--- config.mk ---
export PLATFORM = sky130hd
export DESIGN_NAME = hazard_scoreboard
export DESIGN_NICKNAME = d
export VERILOG_FILES = /design/src/rtl/hazard_pkg.sv /design/src/rtl/hazard_sb_entry.sv /design/src/rtl/hazard_scoreboard.sv
export SDC_FILE = /design/constraint.sdc
export NUM_CORES = 1
export LEC_CHECK = 0
export BUFFER_PORTS_ARGS = -buffer_cell sky130_fd_sc_hd__clkbuf_2
export CAP_MARGIN = 10
export CORE_UTILIZATION = 45
export DETAILED_ROUTE_END_ITERATION = 12
export SYNTH_ARGS = -nofsm -noshare
export SYNTH_HDL_FRONTEND = slang
export SYNTH_SLANG_ARGS = --single-unit
--- constraint.sdc ---
create_clock -name clk -period 4.3 [get_ports clk]
set_input_delay 0.43 -clock clk [delete_from_list [all_inputs] [get_ports clk]]
set_output_delay 0.43 -clock clk [all_outputs]
set_load 0.005 [all_outputs]
--- src/rtl/hazard_pkg.sv ---
// Shared constants for the RISC-V hazard scoreboard: width defaults, latency codes
// and a saturating counter helper.
package hazard_pkg;

  localparam int REG_ADDR_W_DEF = 5;
  localparam int LAT_W_DEF      = 4;

  localparam logic [LAT_W_DEF-1:0] LAT_UNKNOWN = {LAT_W_DEF{1'b1}};
  localparam logic [LAT_W_DEF-1:0] LAT_LOAD    = 4'd1;
  localparam logic [LAT_W_DEF-1:0] LAT_MUL     = 4'd2;

  function automatic logic [31:0] sat_inc32(input logic [31:0] value, input logic en);
    if (en && (value != 32'hFFFF_FFFF)) begin
      return value + 32'd1;
    end else begin
      return value;
    end
  endfunction

endpackage

--- src/rtl/hazard_sb_entry.sv ---
// One scoreboard slot: a fixed-latency countdown plus a wait-for-completion flag.
// The slot reports busy while either is pending.
module hazard_sb_entry #(
  parameter int LAT_W = 4
) (
  input  logic             clk,
  input  logic             rst_n,
  input  logic             set_count,
  input  logic             set_wait,
  input  logic             clear_wait,
  input  logic [LAT_W-1:0] lat,
  output logic             busy
);

  logic [LAT_W-1:0] count_r;
  logic             wait_r;

  // Countdown: an issue loads the latency, otherwise a pending count drains by one per edge.
  always_ff @(posedge clk or negedge rst_n) begin
    if (!rst_n) begin
      count_r <= '0;
    end else if (set_count) begin
      count_r <= lat;
    end else if (count_r != '0) begin
      count_r <= count_r - LAT_W'(1);
    end else begin
      count_r <= count_r;
    end
  end

  // Wait flag: set by a variable-latency issue, cleared by completion (set cannot collide with a real clear).
  always_ff @(posedge clk or negedge rst_n) begin
    if (!rst_n) begin
      wait_r <= 1'b0;
    end else if (set_wait) begin
      wait_r <= 1'b1;
    end else if (clear_wait) begin
      wait_r <= 1'b0;
    end else begin
      wait_r <= wait_r;
    end
  end

  assign busy = (count_r != '0) | wait_r;

endmodule

--- src/rtl/hazard_scoreboard.sv ---
// Per-register pending-write scoreboard beside ID: RAW/WAW detection and stall controls.
// Optional macro HAZARD_SB_PERF_EN adds saturating stall/RAW/WAW performance counters.
module hazard_scoreboard
  import hazard_pkg::*;
#(
  parameter int REG_ADDR_W = REG_ADDR_W_DEF,
  parameter int NUM_REGS   = 32,
  parameter int LAT_W      = LAT_W_DEF
) (
  input  logic                  clk,
  input  logic                  rst_n,
  input  logic                  id_valid,
  input  logic                  id_flush,
  input  logic [REG_ADDR_W-1:0] id_rs1,
  input  logic [REG_ADDR_W-1:0] id_rs2,
  input  logic                  id_rs1_used,
  input  logic                  id_rs2_used,
  input  logic [REG_ADDR_W-1:0] id_rd,
  input  logic                  id_rd_we,
  input  logic [LAT_W-1:0]      id_lat,
  input  logic                  wb_done,
  input  logic [REG_ADDR_W-1:0] wb_rd,
  output logic                  pc_write,
  output logic                  if_id_write,
  output logic                  id_ex_bubble,
  output logic [NUM_REGS-1:0]   busy_vec
`ifdef HAZARD_SB_PERF_EN
  ,
  output logic [31:0]           perf_stall_cycles,
  output logic [31:0]           perf_raw_events,
  output logic [31:0]           perf_waw_events
`endif
);

  localparam logic [LAT_W-1:0] LAT_VAR = {LAT_W{1'b1}};

  logic [NUM_REGS-1:0] busy_s;
  logic                raw_s;
  logic                waw_s;
  logic                stall_s;
  logic                issue_s;
  logic                rd_write_s;
  logic                lat_var_s;
  logic                lat_fixed_s;

  // Hazard detection reads registered busy state only, so the stall is zero-latency but loop-free.
  always_comb begin
    raw_s       = (id_rs1_used & busy_s[id_rs1]) | (id_rs2_used & busy_s[id_rs2]);
    waw_s       = id_rd_we & busy_s[id_rd];
    stall_s     = id_valid & ~id_flush & (raw_s | waw_s);
    issue_s     = id_valid & ~id_flush & ~stall_s;
    rd_write_s  = issue_s & id_rd_we & (id_rd != '0);
    lat_var_s   = (id_lat == LAT_VAR);
    lat_fixed_s = (id_lat != '0) & ~lat_var_s;
  end

  assign pc_write     = ~stall_s;
  assign if_id_write  = ~stall_s;
  assign id_ex_bubble = stall_s;
  assign busy_vec     = busy_s;

  // x0 is hard-wired zero and never pending.
  assign busy_s[0] = 1'b0;

  for (genvar r = 1; r < NUM_REGS; r++) begin : g_entry
    hazard_sb_entry #(
      .LAT_W (LAT_W)
    ) u_entry (
      .clk        (clk),
      .rst_n      (rst_n),
      .set_count  (rd_write_s & lat_fixed_s & (id_rd == REG_ADDR_W'(r))),
      .set_wait   (rd_write_s & lat_var_s & (id_rd == REG_ADDR_W'(r))),
      .clear_wait (wb_done & (wb_rd == REG_ADDR_W'(r))),
      .lat        (id_lat),
      .busy       (busy_s[r])
    );
  end

`ifdef HAZARD_SB_PERF_EN
  logic stall_prev_r;
  logic episode_s;

  assign episode_s = stall_s & ~stall_prev_r;

  // Episode events are classified on their first stalled cycle; RAW takes precedence over WAW.
  always_ff @(posedge clk or negedge rst_n) begin
    if (!rst_n) begin
      stall_prev_r      <= 1'b0;
      perf_stall_cycles <= 32'd0;
      perf_raw_events   <= 32'd0;
      perf_waw_events   <= 32'd0;
    end else begin
      stall_prev_r      <= stall_s;
      perf_stall_cycles <= sat_inc32(perf_stall_cycles, stall_s);
      perf_raw_events   <= sat_inc32(perf_raw_events, episode_s & raw_s);
      perf_waw_events   <= sat_inc32(perf_waw_events, episode_s & ~raw_s);
    end
  end
`endif

endmodule

==> qor.csv <==
metric;value;unit
Critical Path, Cell by Cell;inv_1 > ha_1 > or4b_2 > mux2_2 > a2111oi_1 > nor3_1 > a41oi_1 > nor2b_2 > buf_12 > nand2_1 > and2_1 > clkbuf_2;
max-slew violations;0;
Die Wd;153.3;um
reg-to-reg startpoint;g_entry[19].u_entry.count_r[0]$_DFFE_PN0P_;
crit path from;g_entry[1].u_entry.count_r[0]$_DFFE_PN0P_;
worst slew pin tran;0.9361;ns
CP peak stage delay;0.68;ns
core box area;0.02216;mm^2
Clk pwr share;19.8;%
area leader, netlist;dfrtp_1;
skew final;0.009505;ns
ANT cells;0;
max-capacitance violation count;0;
Die Y-Extent;153.3;um
Async S/R FF share, synth;100.0;%
DP HPWL;20670;um
Leakage;4.971;nW
Critical Path Fanout Max;20;
via count;8348;
Area contributors post-synth;dfrtp_1 (38%), mux2_2 (8.5%), ha_1 (7.5%), o21ai_0 (7.0%), inv_1 (3.9%);
DRT Wirelength;28400;um
vias in the first global route;8165;
Worst-path clk slew;0.06;ns
PD cells;669.6;mW/mm^2
Synth Flop Type;dfrtp_1;
status;finished, final reports clean;
Worst R2R End;g_entry[16].u_entry.count_r[1]$_DFFE_PN0P_;
CTS root buffer;clkbuf_16;
Setup Fix Bufs, Post-CTS;0;
share of the yosys chip area belonging to registers;37.67;%
crit path max-delay cell type;or4b_2;
Post-Synth Adder-Cell Area;7.534;%
met3 Use GR;6.493;%
grt ovf;0;
Reg2Reg Depth;10;
register bit total from synthesis;155;
commonest cells after routing, fill and taps aside;dfrtp_1 (155), o21ai_0 (143), inv_1 (106), mux2_2 (78), nand2_1 (70);
CTS resizes;0;
Max VDD drop;0.0003059;V
Post-Syn Area;0.01030;mm^2
commonest non-fill, non-tap cell in the layout;dfrtp_1;
Unique masters post-synth;55;
hold-fix buffers at CTS;0;
total CTS buffers;17;
simple-gate share of the synthesized area;19.56;%
CP Data Required Time;3.87;ns
met2 usage;39.07;%
CTS max path bufs;2;
clk sink count;155;
DIE AREA;0.02349;mm^2
XOR/XNOR Fraction of Synth Area;3.658;%
CTS tree;done;
Final Setup Violations;0;
Tcrit/Tclk final;94.44;%
vias per cell;5.730;
Avg Cell Area, Syn;9.293;um^2
layout cells sized above 1;21.50;%
H-Tree Depth;4;
Post-Synthesis Cells;1108;
syn nets;1202;
Finished Core Util;51.97;%
met1 Resource Use GR;34.89;%
number of flops mapped to enable cells by yosys;0;
initial antenna violation count;2;
Cell Int Power;4.870;mW
Ports;67;
CP endpoint;id_ex_bubble;
Synth top area share;37.67;%
worst rel slew slack;37.59;%
row count;54;
crit path kind;flip-flop to output pin;
Worst Setup End Kind;output pin;
global-route wire length before repair;45510;um
Final Hold Violating Endpoints;0;
pin count of the biggest net entering global routing;100;
Final min period;4.061;ns
CP startpoint kind;flip-flop;
reg-to-reg setup timing slack;0.28;ns
multiplexer share of the synthesized area;11.62;%
First DRT Iteration DRCs;544;
Seq pwr share;33.7;%
Worst-Skew Late Latency;0.43;ns
iteration count of the initial detailed-routing pass;5;
Switching Share;36.85;%
nets;1258;
Logic pwr share;46.5;%
compound-gate portion of the synthesized area;11.98;%
Hold Path Class;input pin to asynchronous set/reset pin;
Fmax;246.2;MHz
wire length per cell;19.49;um
post-route ant nets;0;
most used routing layer;met2;
port bufs;65;
Area Growth Syn to Fin;11.86;%
Psw;2.842;mW
Placer Congestion;0.9199;
total track usage;25.48;%
Synth warnings;0;
Initial Util;46.46;%
setup TNS;0;ns
Residual DRC;0;
Data arrival, critical path;3.63;ns
largest family of logic cells by synthesized area;simple AND/OR/NAND/NOR gates;
[per-stage QoR]
step | total power [mW] | std cells | worst slack (ns) | hold slack, ns | cell area (um^2)
2_1_floorplan | 5.388 | 1108 | 0.8239 | 0.1344 | 10300
3_3_place_gp | 6.114 | 1425 | 0.4598 | 0.4963 | 10910
3_5_place_dp | 6.199 | 1425 | 0.3113 | 0.4969 | 10910
4_1_cts | 7.759 | 1457 | 0.1682 | 0.1575 | 11510
5_1_grt | 8.392 | 1457 | -0.002643 | 0.2026 | 11520
6_report | 7.712 | 1457 | 0.2389 | 0.1333 | 11520
[critical path, delay by kind of cell (launching register included)]
kind            cells  cell delay (ns)
compound gates      2             0.65
flops               1             0.37
simple gates        5             1.28
mux                 1             0.30
buf+inv             3             0.38
fa+ha+maj           1             0.20
[power by group through the flow]
stage / sequential, mW / combinational (mW) / clock, mW
CTS: 2.60 / 3.60 / 1.56
finish: 2.60 / 3.58 / 1.53
floorplan: 2.50 / 2.89 / 0
global route: 2.70 / 4.06 / 1.62
global placement: 2.61 / 3.50 / 0
detailed placement: 2.62 / 3.58 / 0
[how the worst min path moves through the flow]
stage	start	end	cells after the start
2_1_floorplan	rst_n	g_entry[10].u_entry.count_r[0]$_DFFE_PN0P_	0
3_3_place_gp	g_entry[23].u_entry.wait_r$_DFFE_PN0P_	g_entry[23].u_entry.wait_r$_DFFE_PN0P_	2
3_5_place_dp	g_entry[5].u_entry.wait_r$_DFFE_PN0P_	g_entry[5].u_entry.wait_r$_DFFE_PN0P_	2
4_1_cts	rst_n	g_entry[20].u_entry.count_r[2]$_DFFE_PN0P_	1
5_1_grt	rst_n	g_entry[20].u_entry.count_r[1]$_DFFE_PN0P_	1
6_report	rst_n	g_entry[20].u_entry.count_r[2]$_DFFE_PN0P_	1
[metal layers]
layer / wire length [um] / vias up
met5: 12 / -
met4: 664 / 2
met3: 1989 / 44
met2: 12690 / 245
met1: 13040 / 4050
li1: - / 4007
[kinds of logic (layout without fill, tap and decap cells)]
family | count (synthesis) | after routing
buffers and inverters | 177 | 246
DFF | 155 | 155
muxes | 104 | 104
xor gates and xnor gates | 43 | 43
and+or+nand+nor | 341 | 341
other | 1 | 1
AOI/OAI and AO/OA | 225 | 225
adders and majority gates | 62 | 62
[sequential cells by signal, summed over array words and instances (netlist names)]
signal	count
g_entry.u_entry.count_r	124
g_entry.u_entry.wait_r	31
[area by class of cell]
type                    instances  area, um^2
repair buffers                108       679.4
well taps                     280       350.3
flip-flops and latches        155        3879
clock buffers                  22       484.2
fillers                      2109       10640
inverters                     106       397.9
clock inverters                10       115.1
multi-input cells             776        5612
[cell usage after synthesis (25+ instances only)]
cell type / n
nand2_1: 70
nor3_1: 43
a21oi_1: 42
xnor2_1: 38
o21ai_0: 143
nand2b_1: 27
nor2_1: 39
inv_1: 106
or3_1: 31
dfrtp_1: 155
nand4_1: 25
buf_4: 35
mux2_2: 78
ha_1: 62
clkbuf_1: 26
Power figures use the tool's default switching activity.
